`src/rtl/trig_lut_arbiter.sv`:
```
// Round-robin arbiter sharing one 45-entry sin/cos magnitude ROM among NUM_REQ requesters.
// Optional TRIG_SIGNED_EN: outputs two's complement components instead of zero-extended magnitudes.
module trig_lut_arbiter #(
    parameter int unsigned NUM_REQ = 4,
    parameter int unsigned ID_W    = 2
) (
    input  logic                 Clk,
    input  logic                 Reset_n,
    input  logic [NUM_REQ-1:0]   req_valid,
    input  logic [6*NUM_REQ-1:0] req_angle,
    output logic [NUM_REQ-1:0]   req_gnt,
    output logic                 resp_valid,
    output logic [ID_W-1:0]      resp_id,
    output logic [8:0]           resp_sin,
    output logic [8:0]           resp_cos,
    output logic                 resp_sin_neg,
    output logic                 resp_cos_neg
);

    localparam int unsigned IDX_W = (NUM_REQ > 1) ? $clog2(NUM_REQ) : 1;
    localparam int unsigned ANG_W = 6;
    localparam int unsigned MAG_W = 5;
    localparam int unsigned OUT_W = 9;
    localparam logic [ANG_W-1:0] NUM_ANG = 6'd45;

    // Entry k = {round(16|sin(8k deg)|), round(16|cos(8k deg)|)}
    function automatic logic [2*MAG_W-1:0] trig_rom(input logic [ANG_W-1:0] k);
        case (k)
            6'd0:  trig_rom = {5'd0,  5'd16};  6'd1:  trig_rom = {5'd2,  5'd16};
            6'd2:  trig_rom = {5'd4,  5'd15};  6'd3:  trig_rom = {5'd7,  5'd15};
            6'd4:  trig_rom = {5'd8,  5'd14};  6'd5:  trig_rom = {5'd10, 5'd12};
            6'd6:  trig_rom = {5'd12, 5'd11};  6'd7:  trig_rom = {5'd13, 5'd9};
            6'd8:  trig_rom = {5'd14, 5'd7};   6'd9:  trig_rom = {5'd15, 5'd5};
            6'd10: trig_rom = {5'd16, 5'd3};   6'd11: trig_rom = {5'd16, 5'd1};
            6'd12: trig_rom = {5'd16, 5'd2};   6'd13: trig_rom = {5'd16, 5'd4};
            6'd14: trig_rom = {5'd15, 5'd6};   6'd15: trig_rom = {5'd14, 5'd8};
            6'd16: trig_rom = {5'd13, 5'd10};  6'd17: trig_rom = {5'd11, 5'd12};
            6'd18: trig_rom = {5'd9,  5'd13};  6'd19: trig_rom = {5'd8,  5'd14};
            6'd20: trig_rom = {5'd5,  5'd15};  6'd21: trig_rom = {5'd3,  5'd16};
            6'd22: trig_rom = {5'd1,  5'd16};  6'd23: trig_rom = {5'd1,  5'd16};
            6'd24: trig_rom = {5'd3,  5'd16};  6'd25: trig_rom = {5'd5,  5'd15};
            6'd26: trig_rom = {5'd8,  5'd14};  6'd27: trig_rom = {5'd9,  5'd13};
            6'd28: trig_rom = {5'd11, 5'd12};  6'd29: trig_rom = {5'd13, 5'd10};
            6'd30: trig_rom = {5'd14, 5'd8};   6'd31: trig_rom = {5'd15, 5'd6};
            6'd32: trig_rom = {5'd16, 5'd4};   6'd33: trig_rom = {5'd16, 5'd2};
            6'd34: trig_rom = {5'd16, 5'd1};   6'd35: trig_rom = {5'd16, 5'd3};
            6'd36: trig_rom = {5'd15, 5'd5};   6'd37: trig_rom = {5'd14, 5'd7};
            6'd38: trig_rom = {5'd13, 5'd9};   6'd39: trig_rom = {5'd12, 5'd11};
            6'd40: trig_rom = {5'd10, 5'd12};  6'd41: trig_rom = {5'd8,  5'd14};
            6'd42: trig_rom = {5'd7,  5'd15};  6'd43: trig_rom = {5'd4,  5'd15};
            6'd44: trig_rom = {5'd2,  5'd16};
            default: trig_rom = '0;
        endcase
    endfunction

    logic [ANG_W-1:0] angle_arr [NUM_REQ];

    for (genvar g = 0; g < NUM_REQ; g++) begin : g_angle
        assign angle_arr[g] = req_angle[ANG_W*g +: ANG_W];
    end

    logic [IDX_W-1:0]   rr_ptr_q, rr_ptr_d;
    logic               s1_valid_q;
    logic [IDX_W-1:0]   s1_id_q;
    logic [ANG_W-1:0]   s1_angle_q;

    logic               gnt_found_c;
    logic [IDX_W-1:0]   gnt_idx_c;
    logic [IDX_W-1:0]   cand_c;
    logic [NUM_REQ-1:0] gnt_vec_c;
    logic [ANG_W-1:0]   angle_sel_c;
    logic [ANG_W-1:0]   angle_red_c;

    // S0: first asserted requester at or after rr_ptr wins
    always_comb begin
        gnt_found_c = 1'b0;
        gnt_idx_c   = '0;
        cand_c      = '0;
        gnt_vec_c   = '0;
        for (int unsigned i = 0; i < NUM_REQ; i++) begin
            cand_c = IDX_W'((32'(rr_ptr_q) + i) % NUM_REQ);
            if (!gnt_found_c && req_valid[cand_c]) begin
                gnt_found_c = 1'b1;
                gnt_idx_c   = cand_c;
            end
        end
        if (gnt_found_c) begin
            gnt_vec_c[gnt_idx_c] = 1'b1;
        end
        rr_ptr_d    = (gnt_idx_c == IDX_W'(NUM_REQ - 1)) ? '0 : gnt_idx_c + IDX_W'(1);
        angle_sel_c = angle_arr[gnt_idx_c];
        angle_red_c = (angle_sel_c >= NUM_ANG) ? angle_sel_c - NUM_ANG : angle_sel_c;
    end

    logic [2*MAG_W-1:0] rom_c;
    logic               sin_neg_c, cos_neg_c;
    logic [OUT_W-1:0]   sin_ext_c, cos_ext_c, sin_val_c, cos_val_c;

    // S1: ROM read and quadrant sign decode
    assign rom_c     = trig_rom(s1_angle_q);
    assign sin_neg_c = (s1_angle_q >= 6'd23);
    assign cos_neg_c = (s1_angle_q >= 6'd12) && (s1_angle_q <= 6'd33);
    assign sin_ext_c = OUT_W'(rom_c[2*MAG_W-1:MAG_W]);
    assign cos_ext_c = OUT_W'(rom_c[MAG_W-1:0]);

`ifdef TRIG_SIGNED_EN
    assign sin_val_c = sin_neg_c ? OUT_W'(0) - sin_ext_c : sin_ext_c;
    assign cos_val_c = cos_neg_c ? OUT_W'(0) - cos_ext_c : cos_ext_c;
`else
    assign sin_val_c = sin_ext_c;
    assign cos_val_c = cos_ext_c;
`endif

    always_ff @(posedge Clk or negedge Reset_n) begin
        if (!Reset_n) begin
            rr_ptr_q     <= '0;
            req_gnt      <= '0;
            s1_valid_q   <= 1'b0;
            s1_id_q      <= '0;
            s1_angle_q   <= '0;
            resp_valid   <= 1'b0;
            resp_id      <= '0;
            resp_sin     <= '0;
            resp_cos     <= '0;
            resp_sin_neg <= 1'b0;
            resp_cos_neg <= 1'b0;
        end else begin
            req_gnt    <= gnt_vec_c;
            s1_valid_q <= gnt_found_c;
            if (gnt_found_c) begin
                rr_ptr_q   <= rr_ptr_d;
                s1_id_q    <= gnt_idx_c;
                s1_angle_q <= angle_red_c;
            end
            resp_valid <= s1_valid_q;
            // Response data holds between valid pulses
            if (s1_valid_q) begin
                resp_id      <= ID_W'(s1_id_q);
                resp_sin     <= sin_val_c;
                resp_cos     <= cos_val_c;
                resp_sin_neg <= sin_neg_c;
                resp_cos_neg <= cos_neg_c;
            end
        end
    end

endmodule

```
`config.mk`:
```
export PLATFORM = sky130hd
export DESIGN_NAME = trig_lut_arbiter
export DESIGN_NICKNAME = d
export VERILOG_FILES = /design/src/rtl/trig_lut_arbiter.sv
export SDC_FILE = /design/constraint.sdc
export NUM_CORES = 1
export LEC_CHECK = 0
export CORE_UTILIZATION = 50
export DETAILED_ROUTE_END_ITERATION = 16
export PLACE_DENSITY_LB_ADDON = 0.2
export SLEW_MARGIN = 20
export SYNTH_ARGS = -nofsm -noshare
export SYNTH_HDL_FRONTEND = slang
export SYNTH_SLANG_ARGS = --single-unit
```
`constraint.sdc`:
```
create_clock -name Clk -period 3.5 [get_ports Clk]
set_clock_uncertainty 0.2 [all_clocks]
set_input_delay 0.35 -clock Clk [delete_from_list [all_inputs] [get_ports Clk]]
set_output_delay 0.35 -clock Clk [all_outputs]
set_load 0.03 [all_outputs]
```
; ---- Yosys cells after proc, flatten, opt, wreduce, memory -nomap -nowiden
; Memory sizes are Yosys's and may differ from the RTL's. A register that Yosys moved wholly into a read port is not among the register bits.
; Index checks and enable logic that the tools add are counted.
[word_totals]
regBits = 20
latchBits = 0
ramBits = 0
rom_bits = 640
inputBits = 30
output_inout_bits = 27
wordCells = 61
mem_count = 1
[memory_table]
columns = name, depth, word_bits, rd, rd_clocked_by_memory_dff, write_ports, line
row1 = (no name shown), 64, 10, 1, 1, 0, 28  ; case (k)
[classes]
add_sub_neg = 5
n_mul = 0
n_div = 0
magnitude_cmp = 11
n_eq_ne = 1
shift = 0
mux = 24
bitwise = 1
n_reduce_logical = 9
[op_table]
columns = operator, count
row1 = 6-bit two-way mux, 3
row2 = 2-bit by 3-bit less-than comparator with 1-bit output (second input constant), 5
row3 = 6-bit binary-select mux with 2-bit select, 1
row4 = 2-bit two-way mux, 5
row5 = 1-bit two-way mux, 9
row6 = 1-bit binary-select mux with 2-bit select, 4
row7 = 6-bit by 4-bit >= comparator with 1-bit output (second input constant), 1
row8 = 6-bit by 5-bit >= comparator with 1-bit output (second input constant), 1
row9 = 6-bit >= comparator (second input constant), 1
row10 = 6-bit less-or-equal comparator (second input constant), 1
row11 = 6-bit subtractor (second input constant), 1
row12 = 1-bit logical AND, 5
row13 = 2-bit by 1-bit adder with 2-bit output (second input constant), 2
row14 = 2-bit adder (second input constant), 2
row15 = 1-bit zero test, 4
row16 = 4-bit two-way mux, 1
row17 = 3-bit >= comparator (second input constant), 1
row18 = 2-bit inverter with 3-bit output, 1
row19 = 1-bit demux with 2-bit select, 1
row20 = 2-bit == test (second input constant), 1
row21 = 2-bit by 1-bit >= comparator with 1-bit output (second input constant), 1

; ---- Logic depth before layout (Yosys ltp)
[depth]
depth_word = 18
mapped_depth = 13
depth_no_buf = 12

; ---- Worst setup path before layout
; No wires, ideal clock.
[synth_timing]
path_kind = register to register
start = reg rr_ptr_q[1]
end = reg s1_angle_q[1]
setup_ps = 73
arrival_ps = 2616
required_ps = 3227
slack_ps = 611
path_stages_with_launch = 13
n_path_buf = 1
synth_period_minus_slack_ps = 2889
cell_sequence = dfrtp_1 mux2i_1 o22ai_2 nor2_2 buf_6 mux2i_1 mux2_2 ha_1 nor2b_1 o31ai_2 and2b_4 mux2_4 a21oi_2
[synth_between]
elab_chain_cells = 18
word_cells_on_any_way = 32
classes_between = add/sub: 4 / order compare: 1 / mux: 20 / bitwise: 1 / reduce/logical: 6
[synth_lines]
columns = element, line
row1 = start: declaration, 62  ; logic [IDX_W-1:0] rr_ptr_q, rr_ptr_d;
row2 = start signal: assignment, 131  ; rr_ptr_q <= rr_ptr_d;
row3 = "parallel branches: the longest is 11 deep, another holds 2-bit by 1-bit adder with 2-bit output", -
row4 = 2-bit two-way mux *, 82  ; if (!gnt_found_c && req_valid[cand_c]) begin
row5 = via gnt_idx_c[0], 68  ; logic [IDX_W-1:0] gnt_idx_c;
row6 = 2-bit inverter with 3-bit output (not written as such) *, 91  ; angle_sel_c = angle_arr[gnt_idx_c];
row7 = 6-bit binary-select mux with 2-bit select *, 91
row8 = 6-bit two-way mux (not written as such) * (2 in series), 91
row9 = 6-bit subtractor or 6-bit >= comparator (tied branches), 92  ; angle_red_c = (angle_sel_c >= NUM_ANG) ? angle_sel_c - NUM_ANG : angle_sel_c;
row10 = 6-bit two-way mux *, 92
row11 = end signal: assignment, 133  ; s1_angle_q <= angle_red_c;
row12 = end: declaration, 65  ; logic [ANG_W-1:0] s1_angle_q;
; Mark *: on every way through the listed nets, which the timed path passes. The select of a mux whose other input is x is not followed.
; A chain may end at the register's enable or synchronous reset.

; ---- Final worst setup path
[layout_timing]
start = in req_valid[0]
end = reg s1_angle_q[1]
[layout_between]
elab_chain_cells = 18
word_cells_on_any_way = 29
classes_between = add/sub: 1 / order compare: 1 / mux: 20 / bitwise: 1 / reduce/logical: 6
[layout_lines]
columns = element, line
row1 = start: declaration, 9  ; input logic [NUM_REQ-1:0] req_valid,
row2 = 1-bit binary-select mux with 2-bit select, 82
row3 = 1-bit two-way mux (not written as such), 82
row4 = 1-bit two-way mux, 82
row5 = 1-bit zero test, 82
row6 = 1-bit logical AND, 82
row7 = 1-bit two-way mux, 82
row8 = 1-bit zero test, 82
row9 = 1-bit logical AND, 82
row10 = 1-bit two-way mux, 82
row11 = 1-bit zero test, 82
row12 = 1-bit logical AND, 82
row13 = 2-bit two-way mux, 82
row14 = 2-bit inverter with 3-bit output (not written as such), 91
row15 = 6-bit binary-select mux with 2-bit select, 91
row16 = 6-bit two-way mux (not written as such) (2 in series), 91
row17 = 6-bit subtractor or 6-bit >= comparator (tied branches), 92
row18 = 6-bit two-way mux, 92
; Several ways; a longest one is shown, not always the timed one. The select of a mux whose other input is x is not followed.

==> flow_summary.toml <==
[placement]
placed_cells = 349
gp_congestion = 0.905
io_buffers = 48
dp_hpwl_mm = 3.55

[power]
ir_worst_vdd_v = 0.000389
leakagePower_nw = 1.29
power.density_nw_per_um2 = 987

[clock_tree]
cts_max_level = 2
ctsResizeCount = 0
cts.clk_slew.worst_paths_ps = 70
cts_setup_buffers = 0
clk_latency_ps = 280
tritoncts = "done"
cts_root_buf = "clkbuf_8"
postCtsHoldBufs = 0
cts.sinks = 30
cts_buffers = 5
clk_path_buf_depth = 2

[detailed_routing]
ant_nets = 0
wire_per_inst_um = 13.6
num_vias = 2019
drcViolationCount = 0
drt_iter0_markers = 258
viasPerCell = 5.66
wl_mm = 4.86
first_pass_iters = 4

[logic_synthesis]
synth_warnings = 0
synthesis.area_um2 = 2340
synth_mux_area_frac = 0.162
ys_async_sr_fraction = 1.00
synth_xor_xnor_area_share = 0.0112
synth_fa_ha_area_frac = 0.0855
synth_edf_count = 0
synth_cells = 263
avgSynthCellArea_um2 = 8.91
synth_ff_type = "dfrtp_1"
synth-compound-area-share = 0.216
synth_top_family_by_area = "compound AO/OA/AOI/OAI gates"
synth-simple-area-share = 0.113
synth_cell_type_count = 48
ys_seq_elements = 30
seq_area_frac_synth = 0.321

[timing]
finalHoldViolCount = 0
period_share = 0.892
rsz0062_at_grt = "false"
final-setup-viol-count = 0
finalSetupTns_ps = 0
final-max-slew-violation-count = 0
fin_crit_ps = 3120
maxSlewHeadroom = 0.506
clock.fmax_mhz = 320
tightest_slew_ps = 742

[final_layout]
nFillCells = 393
drive_above_1_share = 0.108
n_antenna_cell = 0
multi_input_area_um2 = 1410
final-instance-count-excl-fill = 357
ff_latch_area_um2 = 751
syn_to_final_growth_pct = 25.6
layout.nets = 350

[grt]
antenna_found_initial = 0
grtUsageTotal = 0.208
grt_pass1_vias = 1924
grt_start_max_net_pins = 32
grt_first_pass_wirelength_mm = 8.38
overflow = 0

[setup_path]
crit_type = "in2reg"
reg2reg_depth = 11
path_depth = 12
critical_path.slowest_cell = "clkdlybuf4s50_1"
r2r_slack_ps = 420
cp-start-kind = "input port"
path_delay_family = "multiplexers"
r2r_start = "rr_ptr_q[1]"
cp_common_cell = "mux2i_1"
reg2reg_to = "s1_angle_q[1]"
crit_required_ps = 3510
crit_chain = "clkdlybuf4s50_1 -> mux2i_1 -> o22ai_2 -> nor2_2 -> mux2i_1 -> mux2_2 -> ha_1 -> nor2b_1 -> o31ai_2 -> and2b_4 -> mux2_4 -> a21oi_2"
critical_path_buf_inv_count = 1
endpoint_kind = "flop"
crit_fanout = 5
cp_slowest_stage_delay_ps = 490
cp.arrival_ps = 3130

[floorplan]
die_x_um = 70.4
start_util = 0.531
fp.coreArea_um2 = 4410
ios = 57
die_y_um = 70.4
design.die.area_um2 = 4960
rows = 24

[job]
drv_cap = 0

[min_path]
hold_path.class = "in2async"

[status]
status = "complete, no violations"
==> area by class of cell <==
cell class                      instances  share of cell area
Timing Repair Buffer                   53               0.176
Tap cell                               52              0.0221
Multi-Input combinational cell        198               0.478
Clock buffer                            6              0.0281
Sequential cell                        30               0.255
Clock inverter                          2              0.0204
Inverter                               16              0.0204
==> Yosys cell counts, types with 2 or more instances <==
| cell type | number | area, um^2 |
|---|---|---|
| mux2i_1 | 20 | 200 |
| mux2_2 | 8 | 90.1 |
| nor2_1 | 22 | 82.6 |
| nor4_1 | 3 | 18.8 |
| nor2b_1 | 2 | 12.5 |
| o21ai_1 | 5 | 25.0 |
| a21oi_1 | 26 | 130 |
| inv_1 | 15 | 56.3 |
| a211oi_1 | 6 | 45.0 |
| and2_1 | 4 | 25.0 |
| o21a_1 | 2 | 15.0 |
| xnor2_1 | 3 | 26.3 |
| a31oi_1 | 4 | 25.0 |
| dfrtp_1 | 30 | 751 |
| ha_1 | 16 | 200 |
| mux2_4 | 3 | 45.0 |
| o22ai_1 | 3 | 18.8 |
| buf_4 | 8 | 60.1 |
| o211ai_1 | 6 | 45.0 |
| nand2_1 | 20 | 75.1 |
| o21ai_0 | 14 | 70.1 |
| nand3_1 | 2 | 10.0 |
| mux4_2 | 2 | 45.0 |
| clkbuf_1 | 15 | 56.3 |
==> flip-flops by register name, indices dropped and copies added, names as in the netlist <==
register / cells
req_gnt: 4
resp_cos: 5
resp_cos_neg: 1
resp_id: 2
resp_sin: 5
resp_sin_neg: 1
resp_valid: 1
rr_ptr_q: 2
s1_angle_q: 6
s1_id_q: 2
s1_valid_q: 1
==> report_power, final <==
group / switching (mW) / leakage, nW / internal, mW / total [mW]
combinational: 0.988 / 0.857 / 0.805 / 1.79
clock: 0.130 / 0.0714 / 0.303 / 0.433
sequential: 0.177 / 0.359 / 0.502 / 0.679
==> cell usage in the layout, fill, tap and decap left out, types with 5 or more instances in the layout <==
cell type,n
o21ai_1,5
a211oi_1,6
nand2_1,20
dfrtp_1,30
mux2_2,8
o21ai_0,14
a21oi_1,26
clkdlybuf4s50_1,48
clkbuf_8,6
nor2_1,22
mux2i_1,20
inv_1,15
ha_1,16
conb_1,8
o211ai_1,6
buf_4,5
==> cell families (layout without fill, tap and decap cells) <==
group / count (synthesis) / after routing
other: 1 / 8
XOR/XNOR: 3 / 3
AO/OA/AOI/OAI: 79 / 79
multiplexers: 33 / 33
adder cells (fa/ha/maj): 16 / 16
buffers and inverters: 42 / 77
flip-flops: 30 / 30
AND/OR/NAND/NOR: 59 / 59
==> worst max-delay path by stage <==
stage,startpoint,to,slack [ps]
2_1_floorplan,rr_ptr_q[1],s1_angle_q[1],610
6_report,req_valid[0],s1_angle_q[1],380
3_3_place_gp,req_valid[0],s1_angle_q[1],220
5_1_grt,rr_ptr_q[1],s1_angle_q[1],270
4_1_cts,req_valid[0],s1_angle_q[1],390
3_5_place_dp,req_valid[0],s1_angle_q[1],110
==> routing by layer <==
layer  track usage  vias up  share of wire
li1              -     1004              -
met3        0.0433       10          0.048
met4        0.0711        0          0.015
met1         0.249      934           0.43
met2         0.368       71           0.51
met5             0        -              0
==> stage by stage <==
| step | hold WS, ps | instance area, um^2 | total power, mW | util | setup slack (ps) |
|---|---|---|---|---|---|
| 6_report | 262 | 2940 | 2.90 | 0.667 | 379 |
| 3_3_place_gp | 264 | 2800 | 2.42 | 0.634 | 217 |
| 4_1_cts | 280 | 2940 | 2.91 | 0.667 | 385 |
| 3_5_place_dp | 264 | 2800 | 2.46 | 0.634 | 107 |
| 2_1_floorplan | -146 | 2370 | 2.02 | - | 611 |
| 5_1_grt | 285 | 2940 | 3.13 | 0.667 | 269 |
No activity file was read; power rests on OpenSTA's default activity.
